<file path="src/rtl/ctrl_pkg.sv">
// rtl/ctrl_pkg.sv - shared enums, opcode constants and control bundle for ctrl_decode_stage
package ctrl_pkg;

    typedef enum logic [3:0] {
        ALU_ADD    = 4'b0000,
        ALU_SUB    = 4'b0001,
        ALU_AND    = 4'b0010,
        ALU_OR     = 4'b0011,
        ALU_XOR    = 4'b0100,
        ALU_SLT    = 4'b0101,
        ALU_SLTU   = 4'b0110,
        ALU_SLL    = 4'b0111,
        ALU_SRL    = 4'b1000,
        ALU_SRA    = 4'b1001,
        ALU_PASS_B = 4'b1010,
        ALU_ADD_PC = 4'b1011
    } alu_ctrl_e;

    typedef enum logic [2:0] {
        IMM_I = 3'b000,
        IMM_S = 3'b001,
        IMM_B = 3'b010,
        IMM_J = 3'b011,
        IMM_U = 3'b100
    } imm_src_e;

    typedef enum logic [1:0] {
        RES_ALU = 2'b00,
        RES_MEM = 2'b01,
        RES_PC4 = 2'b10
    } result_src_e;

    localparam logic [6:0] OPC_LOAD   = 7'b0000011;
    localparam logic [6:0] OPC_OP_IMM = 7'b0010011;
    localparam logic [6:0] OPC_AUIPC  = 7'b0010111;
    localparam logic [6:0] OPC_STORE  = 7'b0100011;
    localparam logic [6:0] OPC_OP     = 7'b0110011;
    localparam logic [6:0] OPC_LUI    = 7'b0110111;
    localparam logic [6:0] OPC_BRANCH = 7'b1100011;
    localparam logic [6:0] OPC_JALR   = 7'b1100111;
    localparam logic [6:0] OPC_JAL    = 7'b1101111;

    typedef struct packed {
        logic        reg_write;
        logic        mem_write;
        logic        alu_src;
        logic        branch;
        logic        jump;
        logic        jalr;
        alu_ctrl_e   alu_ctrl;
        imm_src_e    imm_src;
        result_src_e result_src;
        logic [2:0]  br_funct3;
        logic [4:0]  rd;
        logic [4:0]  rs1;
        logic [4:0]  rs2;
        logic        illegal;
    } ctrl_bundle_t;

    // All flags off, ADD, register indices taken straight from the instruction fields.
    function automatic ctrl_bundle_t nop_bundle(input logic [31:0] instr);
        ctrl_bundle_t b;
        b            = '0;
        b.alu_ctrl   = ALU_ADD;
        b.imm_src    = IMM_I;
        b.result_src = RES_ALU;
        b.rd         = instr[11:7];
        b.rs1        = instr[19:15];
        b.rs2        = instr[24:20];
        return b;
    endfunction

endpackage

</file>
<file path="src/rtl/ctrl_decode_stage_if.sv">
// rtl/ctrl_decode_stage_if.sv - fetch-side and execute-side handshake bundle of ctrl_decode_stage
interface ctrl_decode_stage_if #(
    parameter int XLEN = 32
);
    logic            in_valid;
    logic            in_ready;
    logic [31:0]     instr;
    logic [XLEN-1:0] pc;
    logic            flush;

    logic            out_valid;
    logic            out_ready;
    logic            reg_write;
    logic            mem_write;
    logic            alu_src;
    logic            branch;
    logic            jump;
    logic            jalr;
    logic [3:0]      alu_ctrl;
    logic [2:0]      imm_src;
    logic [1:0]      result_src;
    logic [2:0]      br_funct3;
    logic [4:0]      rd;
    logic [4:0]      rs1;
    logic [4:0]      rs2;
    logic [XLEN-1:0] pc_out;
    logic            illegal;

    // Decode stage view.
    modport slave (
        input  in_valid, instr, pc, flush, out_ready,
        output in_ready, out_valid, reg_write, mem_write, alu_src, branch, jump, jalr,
               alu_ctrl, imm_src, result_src, br_funct3, rd, rs1, rs2, pc_out, illegal
    );

    // Surrounding pipeline view (fetch driver plus execute consumer).
    modport master (
        output in_valid, instr, pc, flush, out_ready,
        input  in_ready, out_valid, reg_write, mem_write, alu_src, branch, jump, jalr,
               alu_ctrl, imm_src, result_src, br_funct3, rd, rs1, rs2, pc_out, illegal
    );
endinterface

</file>
<file path="src/rtl/ctrl_decoder.sv">
// rtl/ctrl_decoder.sv - combinational RV32I decode into ctrl_bundle_t (CTRL_ILLEGAL_EN flags bad encodings)
module ctrl_decoder
    import ctrl_pkg::*;
(
    input  logic [31:0]  instr,
    output ctrl_bundle_t bundle,
    output logic         rs1_used,
    output logic         rs2_used
);

    // instr[5] separates OP (register) from OP-IMM; only OP may select SUB.
    function automatic alu_ctrl_e alu_op(input logic [2:0] f3, input logic bit30, input logic is_reg);
        alu_ctrl_e op;
        case (f3)
            3'b000:  op = (is_reg && bit30) ? ALU_SUB : ALU_ADD;
            3'b001:  op = ALU_SLL;
            3'b010:  op = ALU_SLT;
            3'b011:  op = ALU_SLTU;
            3'b100:  op = ALU_XOR;
            3'b101:  op = bit30 ? ALU_SRA : ALU_SRL;
            3'b110:  op = ALU_OR;
            default: op = ALU_AND;
        endcase
        return op;
    endfunction

`ifdef CTRL_ILLEGAL_EN
    // True only for opcode/funct3/funct7 combinations that RV32I defines among the decoded opcodes.
    function automatic logic enc_legal(input logic [31:0] i);
        logic [2:0] f3;
        logic [6:0] f7;
        logic       ok;
        f3 = i[14:12];
        f7 = i[31:25];
        case (i[6:0])
            OPC_OP:     ok = (f7 == 7'b0000000) ||
                             ((f7 == 7'b0100000) && ((f3 == 3'b000) || (f3 == 3'b101)));
            OPC_OP_IMM: begin
                if (f3 == 3'b001)
                    ok = (f7 == 7'b0000000);
                else if (f3 == 3'b101)
                    ok = (f7 == 7'b0000000) || (f7 == 7'b0100000);
                else
                    ok = 1'b1;
            end
            OPC_LOAD:   ok = (f3 != 3'b011) && (f3 != 3'b110) && (f3 != 3'b111);
            OPC_STORE:  ok = (f3 == 3'b000) || (f3 == 3'b001) || (f3 == 3'b010);
            OPC_BRANCH: ok = (f3 != 3'b010) && (f3 != 3'b011);
            OPC_JALR:   ok = (f3 == 3'b000);
            OPC_JAL,
            OPC_LUI,
            OPC_AUIPC:  ok = 1'b1;
            default:    ok = 1'b0;
        endcase
        return ok;
    endfunction
`else
    logic unused_funct7;
    assign unused_funct7 = ^{instr[31], instr[29:25]};
`endif

    // Start from a NOP bundle and set only what each opcode needs.
    always_comb begin
        bundle   = nop_bundle(instr);
        rs1_used = 1'b0;
        rs2_used = 1'b0;
        case (instr[6:0])
            OPC_OP: begin
                bundle.reg_write = 1'b1;
                bundle.alu_ctrl  = alu_op(instr[14:12], instr[30], instr[5]);
                rs1_used         = 1'b1;
                rs2_used         = 1'b1;
            end
            OPC_OP_IMM: begin
                bundle.reg_write = 1'b1;
                bundle.alu_src   = 1'b1;
                bundle.alu_ctrl  = alu_op(instr[14:12], instr[30], instr[5]);
                rs1_used         = 1'b1;
            end
            OPC_LOAD: begin
                bundle.reg_write  = 1'b1;
                bundle.alu_src    = 1'b1;
                bundle.result_src = RES_MEM;
                rs1_used          = 1'b1;
            end
            OPC_STORE: begin
                bundle.mem_write = 1'b1;
                bundle.alu_src   = 1'b1;
                bundle.imm_src   = IMM_S;
                rs1_used         = 1'b1;
                rs2_used         = 1'b1;
            end
            OPC_BRANCH: begin
                bundle.branch    = 1'b1;
                bundle.alu_ctrl  = ALU_SUB;
                bundle.imm_src   = IMM_B;
                bundle.br_funct3 = instr[14:12];
                rs1_used         = 1'b1;
                rs2_used         = 1'b1;
            end
            OPC_JAL: begin
                bundle.reg_write  = 1'b1;
                bundle.jump       = 1'b1;
                bundle.imm_src    = IMM_J;
                bundle.result_src = RES_PC4;
            end
            OPC_JALR: begin
                bundle.reg_write  = 1'b1;
                bundle.jump       = 1'b1;
                bundle.jalr       = 1'b1;
                bundle.alu_src    = 1'b1;
                bundle.imm_src    = IMM_I;
                bundle.result_src = RES_PC4;
                rs1_used          = 1'b1;
            end
            OPC_LUI: begin
                bundle.reg_write = 1'b1;
                bundle.alu_src   = 1'b1;
                bundle.alu_ctrl  = ALU_PASS_B;
                bundle.imm_src   = IMM_U;
            end
            OPC_AUIPC: begin
                bundle.reg_write = 1'b1;
                bundle.alu_src   = 1'b1;
                bundle.alu_ctrl  = ALU_ADD_PC;
                bundle.imm_src   = IMM_U;
            end
            default: begin
            end
        endcase
`ifdef CTRL_ILLEGAL_EN
        // A bad encoding still flows as an inert bundle so execute can raise the trap.
        if (!enc_legal(instr)) begin
            bundle         = nop_bundle(instr);
            bundle.illegal = 1'b1;
            rs1_used       = 1'b0;
            rs2_used       = 1'b0;
        end
`endif
    end

endmodule

</file>
<file path="src/rtl/ctrl_decode_stage.sv">
// rtl/ctrl_decode_stage.sv - registered RV32I control decode stage with handshake, flush and load-use interlock (CTRL_ILLEGAL_EN)
module ctrl_decode_stage
    import ctrl_pkg::*;
#(
    parameter int XLEN           = 32,
    parameter int LOAD_USE_STALL = 1
) (
    input  logic clk,
    input  logic rst,
    ctrl_decode_stage_if.slave bus
);

    ctrl_bundle_t    dec;
    logic            dec_rs1_used;
    logic            dec_rs2_used;
    ctrl_bundle_t    q;
    logic [XLEN-1:0] pc_q;
    logic            out_valid_q;
    logic            hazard;
    logic            accept;

    ctrl_decoder u_decoder (
        .instr    (bus.instr),
        .bundle   (dec),
        .rs1_used (dec_rs1_used),
        .rs2_used (dec_rs2_used)
    );

    // A load sitting in the output register whose rd is read by the incoming instruction.
    always_comb begin
        hazard = out_valid_q && (q.result_src == RES_MEM) && (q.rd != 5'd0) && bus.in_valid &&
                 ((dec_rs1_used && (dec.rs1 == q.rd)) || (dec_rs2_used && (dec.rs2 == q.rd)));
    end

    assign bus.in_ready = !bus.flush && (!out_valid_q || bus.out_ready) &&
                          !((LOAD_USE_STALL != 0) && hazard);
    assign accept       = bus.in_ready && bus.in_valid;

    // Output register: flush beats accept beats drain; a held bundle stays put otherwise.
    always_ff @(posedge clk) begin
        if (rst) begin
            out_valid_q <= 1'b0;
            q           <= '0;
            pc_q        <= '0;
        end else if (bus.flush) begin
            out_valid_q <= 1'b0;
        end else if (accept) begin
            out_valid_q <= 1'b1;
            q           <= dec;
            pc_q        <= bus.pc;
        end else if (bus.out_ready) begin
            out_valid_q <= 1'b0;
        end
    end

    assign bus.out_valid  = out_valid_q;
    assign bus.reg_write  = q.reg_write;
    assign bus.mem_write  = q.mem_write;
    assign bus.alu_src    = q.alu_src;
    assign bus.branch     = q.branch;
    assign bus.jump       = q.jump;
    assign bus.jalr       = q.jalr;
    assign bus.alu_ctrl   = q.alu_ctrl;
    assign bus.imm_src    = q.imm_src;
    assign bus.result_src = q.result_src;
    assign bus.br_funct3  = q.br_funct3;
    assign bus.rd         = q.rd;
    assign bus.rs1        = q.rs1;
    assign bus.rs2        = q.rs2;
    assign bus.pc_out     = pc_q;
    assign bus.illegal    = q.illegal;

endmodule

</file>
<file path="src/flat_wrapper.sv">
// flat-port wrapper written by rule: the top's interface ports become plain ports
module ctrl_decode_stage_flat import ctrl_pkg::*;
#(
    parameter int XLEN           = 32,
    parameter int LOAD_USE_STALL = 1
)
  (clk, rst, bus_in_valid, bus_instr, bus_pc, bus_flush, bus_out_ready, bus_in_ready, bus_out_valid, bus_reg_write, bus_mem_write, bus_alu_src, bus_branch, bus_jump, bus_jalr, bus_alu_ctrl, bus_imm_src, bus_result_src, bus_br_funct3, bus_rd, bus_rs1, bus_rs2, bus_pc_out, bus_illegal);
  ctrl_decode_stage_if #(.XLEN(XLEN)) bus_i ();
  input  logic clk;
  input  logic rst;
  input wire logic [$bits(bus_i.in_valid)-1:0] bus_in_valid;
  input wire logic [$bits(bus_i.instr)-1:0] bus_instr;
  input wire logic [$bits(bus_i.pc)-1:0] bus_pc;
  input wire logic [$bits(bus_i.flush)-1:0] bus_flush;
  input wire logic [$bits(bus_i.out_ready)-1:0] bus_out_ready;
  output wire logic [$bits(bus_i.in_ready)-1:0] bus_in_ready;
  output wire logic [$bits(bus_i.out_valid)-1:0] bus_out_valid;
  output wire logic [$bits(bus_i.reg_write)-1:0] bus_reg_write;
  output wire logic [$bits(bus_i.mem_write)-1:0] bus_mem_write;
  output wire logic [$bits(bus_i.alu_src)-1:0] bus_alu_src;
  output wire logic [$bits(bus_i.branch)-1:0] bus_branch;
  output wire logic [$bits(bus_i.jump)-1:0] bus_jump;
  output wire logic [$bits(bus_i.jalr)-1:0] bus_jalr;
  output wire logic [$bits(bus_i.alu_ctrl)-1:0] bus_alu_ctrl;
  output wire logic [$bits(bus_i.imm_src)-1:0] bus_imm_src;
  output wire logic [$bits(bus_i.result_src)-1:0] bus_result_src;
  output wire logic [$bits(bus_i.br_funct3)-1:0] bus_br_funct3;
  output wire logic [$bits(bus_i.rd)-1:0] bus_rd;
  output wire logic [$bits(bus_i.rs1)-1:0] bus_rs1;
  output wire logic [$bits(bus_i.rs2)-1:0] bus_rs2;
  output wire logic [$bits(bus_i.pc_out)-1:0] bus_pc_out;
  output wire logic [$bits(bus_i.illegal)-1:0] bus_illegal;
  assign bus_i.in_valid = bus_in_valid;
  assign bus_i.instr = bus_instr;
  assign bus_i.pc = bus_pc;
  assign bus_i.flush = bus_flush;
  assign bus_i.out_ready = bus_out_ready;
  assign bus_in_ready = bus_i.in_ready;
  assign bus_out_valid = bus_i.out_valid;
  assign bus_reg_write = bus_i.reg_write;
  assign bus_mem_write = bus_i.mem_write;
  assign bus_alu_src = bus_i.alu_src;
  assign bus_branch = bus_i.branch;
  assign bus_jump = bus_i.jump;
  assign bus_jalr = bus_i.jalr;
  assign bus_alu_ctrl = bus_i.alu_ctrl;
  assign bus_imm_src = bus_i.imm_src;
  assign bus_result_src = bus_i.result_src;
  assign bus_br_funct3 = bus_i.br_funct3;
  assign bus_rd = bus_i.rd;
  assign bus_rs1 = bus_i.rs1;
  assign bus_rs2 = bus_i.rs2;
  assign bus_pc_out = bus_i.pc_out;
  assign bus_illegal = bus_i.illegal;
  ctrl_decode_stage #(.XLEN(XLEN), .LOAD_USE_STALL(LOAD_USE_STALL)) u_core (.clk(clk), .rst(rst), .bus(bus_i));
endmodule
</file>
<file path="config.mk">
export PLATFORM = sky130hd
export DESIGN_NAME = ctrl_decode_stage_flat
export DESIGN_NICKNAME = d
export VERILOG_FILES = /design/src/rtl/ctrl_pkg.sv /design/src/rtl/ctrl_decode_stage_if.sv /design/src/rtl/ctrl_decoder.sv /design/src/rtl/ctrl_decode_stage.sv /design/src/flat_wrapper.sv
export SDC_FILE = /design/constraint.sdc
export NUM_CORES = 1
export LEC_CHECK = 0
export BUFFER_PORTS_ARGS = -buffer_cell sky130_fd_sc_hd__buf_2
export CELL_PAD_IN_SITES_DETAIL_PLACEMENT = 1
export CELL_PAD_IN_SITES_GLOBAL_PLACEMENT = 1
export CORE_ASPECT_RATIO = 0.8
export CORE_MARGIN = 3
export CORE_UTILIZATION = 36
export CTS_CLUSTER_DIAMETER = 150
export CTS_CLUSTER_SIZE = 25
export DETAILED_ROUTE_END_ITERATION = 12
export PLACE_DENSITY = 0.78
export SYNTH_ARGS = -nofsm -noshare
export SYNTH_HDL_FRONTEND = slang
export SYNTH_SLANG_ARGS = --single-unit
</file>
<file path="constraint.sdc">
create_clock -name clk -period 2.4 [get_ports clk]
set_clock_uncertainty 0.05 [all_clocks]
set_input_delay 0.48 -clock clk [delete_from_list [all_inputs] [get_ports clk]]
set_output_delay 0.48 -clock clk [all_outputs]
set_load 0.005 [all_outputs]
</file>
==> impl_metrics.toml <==
[cts]
ctsHoldBuffers = 0
numCtsBuffers = 9
cts.sinks = 66
path_clk_slew_ns = 0.05
post_cts_buffers = 0
clk_path_buf_depth = 2
cts_htree_levels = 3
root_buffer = "clkbuf_16"
post_cts_resized = 0
clk_latency_ns = 0.33
cts_tree = "yes"

[logic_synthesis]
avgSynthCellArea_sq_um = 9.640
async_reset_ff_frac = 0
synth_cell_type_count = 39
synth-seq-cells = 66
ys_seq_area_frac = 0.3894
synth_area_sq_mm = 0.003393
synthCells = 352
synthFlopType = "dfxtp_1"
synth-edff-count = 0
syn_nets = 421
yosys_warnings = 0

[power]
ir_drop_uv = 344.4
p_total_mw = 2.817
cellLeakagePower_nw = 1.972
cellPowerDensity_mw_per_mm2 = 637.9

[timing]
setup_tns_ns = 0
period_share = 0.9128
tightest_slew_ns = 0.7177
finalSetupViolations = 0
fin_ws_ns = 0.2093
grt_setup_unrepaired = "no"
min_period_ns = 2.191
finalHoldViolations = 0
slew_headroom = 0.5171
timing.fmax_mhz = 456.5
final-max-slew-violation-count = 0
worst_hold_slack_ns = 0.2905

[worst_setup_path]
cpPeakStageDelay_ns = 0.47
worstReg2RegStart = "u_core.bus.rd[1]"
r2r_cells = 6
worst_path_max_delay_cell = "dfxtp_1"
worstSetupPathType = "reg -> out"
critPathBufInv = 1
cp-end-kind = "output pin"
cp-endpoint = "bus_in_ready"
worstSetupStartpoint = "u_core.bus.rd[1]"
crit_chain = "xnor2_1 -> nand4_1 -> o22ai_2 -> a21boi_0 -> buf_2"
cp.arrival_ns = 1.66
path_max_fanout = 5
cp_data_required_time_ns = 1.87
crit_path_start_kind = "flop"
r2r_end = "u_core.bus.mem_write"
path_depth = 5
crit_family = "flip-flops"
worst-r2r-setup-slack_ns = 0.58

[layout]
layout_common_cells = "buf_2 (129), nand2b_1 (112), dfxtp_1 (66)"
final_common_cell = "buf_2"
area.growth.synth_to_final_pct = 30.16
final_cells = 596
n_antenna_cell = 0
fin_nets = 546
drive_above_1_share = 0.3389

[grt]
antenna_found_initial = 0
grt_first_pass_wirelength_um = 14660
grt_max_degree = 87
grtUsageTotal = 0.1736
grt-ovfl-total = 0
grt_pass1_vias = 2984

[min_path]
hold_path.startpoint = "bus_flush"
hp-class = "in -> reg"

[floorplanning]
initial_utilization = 0.3723
die_w_um = 114.5
core_area_sq_mm = 0.009115
die_h_um = 92.84
dieArea_sq_mm = 0.01063
num_rows = 31
ios = 137

[detailed_routing]
vias = 2856
avgRoutedWirePerCell_um = 15.33
drtAntennaViolNets = 0
via_per_inst = 4.792
remaining_drc_errors = 0
wirelength_um = 9137
drt_iter0_drc = 134
firstDrtPassIters = 4

[placement]
dp_hpwl_um = 6797
dpl.cell_count = 581
port_buffers = 129
place_congestion = 0.7702
pre_cts_ws_ns = 0.1311

[flow_run]
maxCapViolations = 0

[run_status]
outcome = "finished, final reports clean"
## where the power goes
group          internal, mW  switching (mW)  total (mW)
logic                 0.184           0.167       0.351
registers              1.14          0.0271        1.17
clock network         0.822           0.478        1.30
total                  2.15           0.672        2.82
## cells in the mapped netlist, types with 5 or more instances
cell type / count / area, sq um
nand2b_1: 112 / 700.7
dfxtp_1: 66 / 1321
mux2i_1: 62 / 620.6
clkbuf_1: 14 / 52.55
xnor2_1: 12 / 105.1
nor2_1: 11 / 41.29
nand2_1: 10 / 37.54
nor2b_1: 6 / 37.54
buf_8: 5 / 75.07
nand3_1: 5 / 25.02
o21ai_0: 5 / 25.02
## sequential cells by signal (all words and copies together) (netlist names), 2 cells and up
register and count:
u_core.bus.result_src 2, u_core.bus.alu_ctrl 4, u_core.bus.rs1 5, u_core.bus.rd 5, u_core.bus.rs2 5, u_core.bus.pc_out 32, u_core.bus.br_funct3 3, u_core.bus.imm_src 3
## per-stage QoR
| step | cell area (sq um) | util |
|---|---|---|
| CTS | 4417 | 0.4846 |
| global route | 4417 | 0.4846 |
| global placement | 4123 | 0.4523 |
| floorplan | 3393 | - |
| finish | 4417 | 0.4846 |
| detailed placement | 4123 | 0.4523 |
## routing by layer
layer	routed length, um	global-route usage
met3	719	0.05552
met2	4198	0.2815
met4	107	0.05440
met5	0	0
met1	4111	0.2182
## how the worst min path moves through the flow
stage	to	depth (start not counted)
floorplan	u_core.bus.br_funct3[0]	2
global placement	u_core.bus.pc_out[18]	2
detailed placement	u_core.bus.pc_out[7]	2
CTS	u_core.bus.out_valid	2
global route	u_core.bus.out_valid	2
finish	u_core.bus.out_valid	2
## layout make-up
class / instances / area, sq um
clock buffer: 10 / 239.0
clock inverter: 5 / 55.05
fill: 1108 / 4698
inverter: 2 / 7.507
multi-input combinational: 259 / 1892
sequential: 66 / 1321
tap: 115 / 143.9
timing repair buffer: 139 / 758.2
## cell families (layout without fill, tap and decap cells)
kind of cell,count (synthesis),count (layout),synth area share
other,1,1,0.001105
AND/OR/NAND/NOR,162,162,0.2854
multiplexers,66,66,0.1973
AO/OA/AOI/OAI,18,18,0.04056
buffers and inverters,27,156,0.05531
XOR/XNOR,12,12,0.03097
flip-flops,66,66,0.3894
Note: power is estimated with default switching activity, not from simulation.
